File: src/rtl/hwag_gen_pkg.sv
// Shared definitions for the synthetic crank/cam generator: tooth-wheel
// defaults, field widths, the idle/run state type and the cam window test.
package hwag_gen_pkg;

    localparam int TEETH_TOTAL_DEF   = 60;
    localparam int TEETH_MISSING_DEF = 2;
    localparam int PERIOD_MIN        = 4;
    localparam int SLOT_WIDTH        = 6;
    localparam int POS_WIDTH         = 7;

    typedef enum logic {
        ST_IDLE = 1'b0,
        ST_RUN  = 1'b1
    } gen_state_e;

    // True when pos lies in [rise, fall), wrapping through the 720 degree
    // end when rise > fall; an empty window when rise == fall.
    function automatic logic cam_window(input logic [POS_WIDTH-1:0] pos,
                                        input logic [POS_WIDTH-1:0] rise,
                                        input logic [POS_WIDTH-1:0] fall);
        if (rise < fall)      return (pos >= rise) && (pos < fall);
        else if (rise > fall) return (pos >= rise) || (pos < fall);
        else                  return 1'b0;
    endfunction

endpackage

File: src/rtl/tooth_slot_timer.sv
// Slot timer: period shadow (clamped), phase counter, tooth high-time and the
// slot-start strobe. start_o and high_o describe the cycle after the next edge
// so the top can register its outputs from them.
module tooth_slot_timer
    import hwag_gen_pkg::*;
#(
    parameter int PERIOD_WIDTH = 24
) (
    input  logic                    clk,
    input  logic                    rst,
    input  logic                    go_i,       // run requested this cycle
    input  logic                    running_i,  // already running last cycle
    input  logic [PERIOD_WIDTH-1:0] period_i,
    output logic                    start_o,    // next cycle is phase 0 of a slot
    output logic                    high_o,     // next cycle lies in the tooth high time
    output logic                    ack_o       // registered period_ack
);

    localparam logic [PERIOD_WIDTH-1:0] ONE  = PERIOD_WIDTH'(1);
    localparam logic [PERIOD_WIDTH-1:0] PMIN = PERIOD_WIDTH'(PERIOD_MIN);

    logic [PERIOD_WIDTH-1:0] phase_q, phase_d;
    logic [PERIOD_WIDTH-1:0] shadow_q, shadow_d;
    logic [PERIOD_WIDTH-1:0] high_d;
    logic                    ack_q;

    // Phase/shadow next state; the shadow only moves at a slot start so a new
    // period never disturbs the slot in progress.
    always_comb begin
        start_o  = go_i && (!running_i || (phase_q == shadow_q - ONE));
        phase_d  = phase_q + ONE;
        shadow_d = shadow_q;
        if (!go_i) begin
            phase_d = '0;
        end else if (start_o) begin
            phase_d  = '0;
            shadow_d = (period_i < PMIN) ? PMIN : period_i;
        end
        high_d = shadow_d - (shadow_d >> 1);
        high_o = phase_d < high_d;
    end

    // Timer state registers.
    always_ff @(posedge clk) begin
        if (rst) begin
            phase_q  <= '0;
            shadow_q <= '0;
            ack_q    <= 1'b0;
        end else begin
            phase_q  <= phase_d;
            shadow_q <= shadow_d;
            ack_q    <= start_o;
        end
    end

    assign ack_o = ack_q;

endmodule

File: src/rtl/crank_cam_gen.sv
// 60-2 crank / 720 degree cam waveform generator.
// Optional cam output enabled by defining CRANK_CAM_GEN_CAM_EN; otherwise cam
// is tied low while rev still toggles every revolution.
module crank_cam_gen
    import hwag_gen_pkg::*;
#(
    parameter int TEETH_TOTAL   = TEETH_TOTAL_DEF,
    parameter int TEETH_MISSING = TEETH_MISSING_DEF,
    parameter int PERIOD_WIDTH  = 24,
    parameter int CAM_RISE_POS  = 5,
    parameter int CAM_FALL_POS  = 65
) (
    input  logic                    clk,
    input  logic                    rst,
    input  logic                    ena,
    input  logic [PERIOD_WIDTH-1:0] period,
    output logic                    period_ack,
    output logic                    cap,
    output logic                    cam,
    output logic [SLOT_WIDTH-1:0]   slot_num,
    output logic                    rev,
    output logic                    gap_start
);

    localparam logic [SLOT_WIDTH-1:0] SLOT_LAST = SLOT_WIDTH'(TEETH_TOTAL - 1);
    localparam logic [SLOT_WIDTH-1:0] SLOT_GAP  = SLOT_WIDTH'(TEETH_TOTAL - TEETH_MISSING);

    if (CAM_RISE_POS < 0 || CAM_RISE_POS >= 2*TEETH_TOTAL ||
        CAM_FALL_POS < 0 || CAM_FALL_POS >= 2*TEETH_TOTAL ||
        TEETH_TOTAL > (1 << SLOT_WIDTH) || TEETH_MISSING >= TEETH_TOTAL) begin : g_param_err
        $error("crank_cam_gen: parameter out of range");
    end

    gen_state_e            state_q, state_d;
    logic [SLOT_WIDTH-1:0] slot_q, slot_d;
    logic                  rev_q, rev_d;
    logic                  cap_q, cap_d;
    logic                  cam_q, cam_d;
    logic                  gap_q, gap_d;
    logic                  slot_start;
    logic                  tooth_high;

    tooth_slot_timer #(
        .PERIOD_WIDTH (PERIOD_WIDTH)
    ) u_timer (
        .clk       (clk),
        .rst       (rst),
        .go_i      (ena),
        .running_i (state_q == ST_RUN),
        .period_i  (period),
        .start_o   (slot_start),
        .high_o    (tooth_high),
        .ack_o     (period_ack)
    );

    // Idle/run next state: ena alone decides; rst is applied in the register.
    always_comb begin
        state_d = state_q;
        case (state_q)
            ST_IDLE: if (ena)  state_d = ST_RUN;
            ST_RUN:  if (!ena) state_d = ST_IDLE;
            default: state_d = ST_IDLE;
        endcase
    end

    // Slot/rev advance and next output values for the cycle after the edge.
    always_comb begin
        slot_d = slot_q;
        rev_d  = rev_q;
        if (!ena) begin
            slot_d = '0;
            rev_d  = 1'b0;
        end else if (slot_start) begin
            if (state_q == ST_IDLE) begin
                slot_d = '0;
                rev_d  = 1'b0;
            end else if (slot_q == SLOT_LAST) begin
                slot_d = '0;
                rev_d  = ~rev_q;
            end else begin
                slot_d = slot_q + SLOT_WIDTH'(1);
            end
        end
        cap_d = ena && tooth_high && (slot_d < SLOT_GAP);
        gap_d = slot_start && (slot_d == SLOT_GAP);
    end

`ifdef CRANK_CAM_GEN_CAM_EN
    logic [POS_WIDTH-1:0] pos_d;

    // Cam level from the 720 degree slot position; pos only moves at slot starts.
    always_comb begin
        pos_d = POS_WIDTH'(slot_d) + (rev_d ? POS_WIDTH'(TEETH_TOTAL) : '0);
        cam_d = ena && cam_window(pos_d, POS_WIDTH'(CAM_RISE_POS), POS_WIDTH'(CAM_FALL_POS));
    end
`else
    assign cam_d = 1'b0;
`endif

    // State and output registers.
    always_ff @(posedge clk) begin
        if (rst) begin
            state_q <= ST_IDLE;
            slot_q  <= '0;
            rev_q   <= 1'b0;
            cap_q   <= 1'b0;
            cam_q   <= 1'b0;
            gap_q   <= 1'b0;
        end else begin
            state_q <= state_d;
            slot_q  <= slot_d;
            rev_q   <= rev_d;
            cap_q   <= cap_d;
            cam_q   <= cam_d;
            gap_q   <= gap_d;
        end
    end

    assign cap       = cap_q;
    assign cam       = cam_q;
    assign slot_num  = slot_q;
    assign rev       = rev_q;
    assign gap_start = gap_q;

endmodule

File: config.mk
export PLATFORM = sky130hd
export DESIGN_NAME = crank_cam_gen
export DESIGN_NICKNAME = d
export VERILOG_FILES = /design/src/rtl/hwag_gen_pkg.sv /design/src/rtl/tooth_slot_timer.sv /design/src/rtl/crank_cam_gen.sv
export SDC_FILE = /design/constraint.sdc
export NUM_CORES = 1
export LEC_CHECK = 0
export BUFFER_PORTS_ARGS = -buffer_cell sky130_fd_sc_hd__buf_2
export CORE_ASPECT_RATIO = 1.5
export CORE_MARGIN = 1
export CORE_UTILIZATION = 55
export DETAILED_ROUTE_END_ITERATION = 10
export PLACE_DENSITY_LB_ADDON = 0.3
export SETUP_SLACK_MARGIN = 0.5
export SLEW_MARGIN = 20
export SYNTH_ARGS = -nofsm -noshare
export SYNTH_HDL_FRONTEND = slang
export SYNTH_SLANG_ARGS = --single-unit
File: constraint.sdc
create_clock -name clk -period 13.9 [get_ports clk]
set_input_delay 2.085 -clock clk [delete_from_list [all_inputs] [get_ports clk]]
set_output_delay 2.085 -clock clk [all_outputs]
set_load 0.005 [all_outputs]
==> run summary <==
The number of instances on the worst hold path is 2, and the share of total power in sequential cells is 29.9%. The number of antenna diodes in the final layout is 0. STA classifies the critical path endpoint as a flop. IR analysis of the VDD net gives a maximum drop of 0.0715 mV. In the synthesized netlist the dominant register cell turns out to be sky130_fd_sc_hd__dfxtp_1. TritonCTS created 9 clock buffers. The total of hold buffers inserted after clock tree synthesis was 0; the worst-margin pin slew was 1.01 ns.

TritonCTS built the clock tree. The final-report max-slew violation count was 0. After clock tree synthesis, the clock-pin slew on the worst setup and hold paths is 0.05 ns. After global routing the overflow that remains totals 0.

The startpoint identified for the worst register-to-register timing path is u_timer.shadow_q[2]. The worst-case headroom to the max-slew limit came out at 32.7%. The number of rows in the core area was 42; the data arrival time of the critical path was 9.05 ns. The share of flip-flops with an asynchronous set or reset came out at 0%. The cell sitting at the root of the clock tree is a sky130_fd_sc_hd__clkbuf_16. The most frequent standard cell in the layout excluding fill and tap cells was sky130_fd_sc_hd__nor2_1.

Cell with the largest stage delay on the worst path: sky130_fd_sc_hd__o41ai_4. For the net switching power, the log shows 0.198 mW. Adding up every negative setup slack in the final design gives 0 ns. The number of global-route vias before repair was 4618; the combinational group share of total power was 31.6%.

Final cycle utilization of the critical path: 63.6%. The critical path is of the reg2reg type. The startpoint of the lowest-slack hold path was rev. Length of the first detailed-routing pass in iterations: 5. By instance count, the cell type seen most on the critical path is sky130_fd_sc_hd__o21ai_0. The flow ran to the end, and the final reports show no timing, DRC or antenna violations.

Summing over every cut layer, the via total after detailed routing is 4790. The register-to-register setup slack was 5.07 ns; the starting DRC count in detailed routing was 243. In this run, post-CTS repair resized a total of 0 instances.

For the final database, setup skew stands at 0.00732 ns. In the routed layout, each cell is associated on average with a via count of 6.12. The switching part of the total power is 32.4%, and the number of nets still failing antenna checks after routing is 0.

Setup repair after global routing left no endpoint under its margin. For the post-synthesis sequential area ratio, the log shows 23.0%. Post-CTS setup repair buffer count: 0. After synthesis the cells add up to 5130 um2. The number of flops mapped to enable cells by yosys was 0; the hold violation total from the final report was 0. The largest fanout on the critical path is 25.

The synthesized design contains 59 register bits. The run gives 0 as the initial antenna violation count. The first global-routing pass estimated 22100 um of wire.

Dividing the detail-routed wire length by the instance count gives 17.7 um. In this run the static leakage power is 2.63 nW. The run gives 10800 um as the sum of net half-perimeters after detailed placement. The mean instance size in the synthesized netlist is 7.98 um2, and the total global routing track utilization is 30.1%. For the final instance count without filler cells, the log shows 783. The H-tree generated during clock tree synthesis spans 3 levels. The tools report the total detailed-routing wirelength as 13800 um. Cells with a size suffix above 1 make up 10.3% of the layout. Counting every sink on the clock net gives 59.

The tools report the category of the worst setup path launch point as a flop. From bottom edge to top edge, the die measures 120 um. The smallest clock period supported by the final layout is computed as 8.84 ns. In this design, the stage delay of the slowest critical-path cell is 0.80 ns. Total setup violations reported at the end of the flow: 0. The core outline area is 8930 um2, and the net count reported at finish is 746. The run gives 0 as the count of warnings emitted by yosys. In the layout the commonest cells are sky130_fd_sc_hd__nor2_1 (82), sky130_fd_sc_hd__dfxtp_1 (59), sky130_fd_sc_hd__ha_1 (49). The max-capacitance violation count is 0, and the worst-case reg-to-reg path depth is 28. For the worst setup path, the data required time is 14.12 ns.

During I/O placement, the number of pins put on the boundary was 38. The die is 80.9 um wide. The run gives 9730 um2 as the total die area. After technology mapping, the gate count stands at 643. The internal power of the cells totals 0.414 mW.

The largest net degree at the start of global routing was 51. From synthesis to final layout, the design area changed by 10.5%. The tools report the post-synth net total as 720.

The congestion estimate from routability-driven global placement came to 0.901. The tools report the capture point of the worst reg-to-reg path as cap. The initial core utilization was 57.5%.

The count of buffers added on input and output ports is 36. In this run, the clock network consumes 38.5% of the power. The source-to-sink clock delay at the later pin of the worst-skew pair was 0.34 ns. In this run, placement finished with an instance count of 768.

The total power per unit cell area came out at 108 nW/um2. The longest clock path from root to sink contains 2 buffers. The worst hold path belongs to the class reg2reg. The run gives 113 MHz as the highest clock rate. After detailed routing, the number of remaining DRC violations is 0.

For hold timing, the worst endpoint is rev. The netlist uses 67 different library cells.
[cells by family after synthesis]
group           count (synthesis)  share of synthesized area [%]
buf+inv                        58                           4.61
fa+ha+maj                      50                           12.3
flops                          59                           23.0
mux                            27                           5.31
simple gates                  259                           26.5
xor+xnor                       74                           12.6
other cells                     1                         0.0730
compound gates                115                           15.5
[metrics by stage]
stage	instance area [um2]	total power [mW]	hold WS (ns)	utilization, %	setup WS (ns)
6_report	5670	0.612	0.487	63.5	5.07
3_5_place_dp	5360	0.376	0.488	60.0	5.18
5_1_grt	5670	0.644	0.533	63.5	4.47
4_1_cts	5670	0.612	0.495	63.5	5.11
2_1_floorplan	5130	0.333	0.472	-	6.64
3_3_place_gp	5360	0.371	0.464	60.0	5.48
[worst max-delay path: cells and delay by family (launching register included)]
kind                     cells  cell delay (ns)
XOR/XNOR                     1             0.12
adder cells (fa/ha/maj)      2             0.67
multiplexers                 2             0.86
AND/OR/NAND/NOR              8             2.89
AO/OA/AOI/OAI               14             3.60
flip-flops                   1             0.40
buffers and inverters        1             0.14
[Yosys cell counts (all sizes together), types with 13 or more instances]
library cell / number / area [um2]
nor2: 82 / 308
dfxtp: 59 / 1180
ha: 49 / 613
xor2: 42 / 368
inv: 36 / 135
nor3: 35 / 175
nand2: 32 / 123
xnor2: 32 / 280
a21oi: 27 / 135
mux2i: 25 / 250
o21ai: 20 / 100
nand4: 19 / 125
a21o: 13 / 97.6
[metal layers]
layer | up-vias | routed length [um] | track usage [%]
li1 | 2367 | - | -
met1 | 2252 | 5680 | 33.8
met2 | 139 | 7070 | 53.7
met3 | 32 | 592 | 4.91
met4 | 0 | 491 | 14.2
met5 | - | 0 | 0
[area by class of cell]
cell class / instances / area, um2
clock buffers: 14 / 284
clock inverters: 1 / 30.0
fillers: 813 / 3260
inverters: 36 / 135
multi-input cells: 526 / 3720
flip-flops and latches: 59 / 1180
well taps: 110 / 138
repair buffers: 37 / 188
[flip-flops by register name, summed over array words and instances (netlist names)]
signal	cells
cap	1
gap_start	1
rev	1
slot_num	6
state_q	1
u_timer.ack_o	1
u_timer.phase_q	24
u_timer.shadow_q	24
[how the worst max path moves through the flow]
stage	startpoint	end	slack [ns]	depth (start not counted)
4_1_cts	u_timer.shadow_q[2]	cap	5.11	28
3_5_place_dp	u_timer.shadow_q[2]	cap	5.18	28
5_1_grt	u_timer.shadow_q[2]	cap	4.47	28
2_1_floorplan	period[18]	cap	6.64	23
3_3_place_gp	u_timer.shadow_q[2]	cap	5.48	28
6_report	u_timer.shadow_q[2]	cap	5.07	28
[power groups by stage]
stage	Sequential [mW]	Clock, mW	Combinational (mW)
5_1_grt	0.183	0.245	0.216
3_5_place_dp	0.186	0	0.190
3_3_place_gp	0.186	0	0.185
4_1_cts	0.183	0.238	0.192
6_report	0.183	0.236	0.194
2_1_floorplan	0.182	0	0.151
No activity file was read; power rests on OpenSTA's default activity.
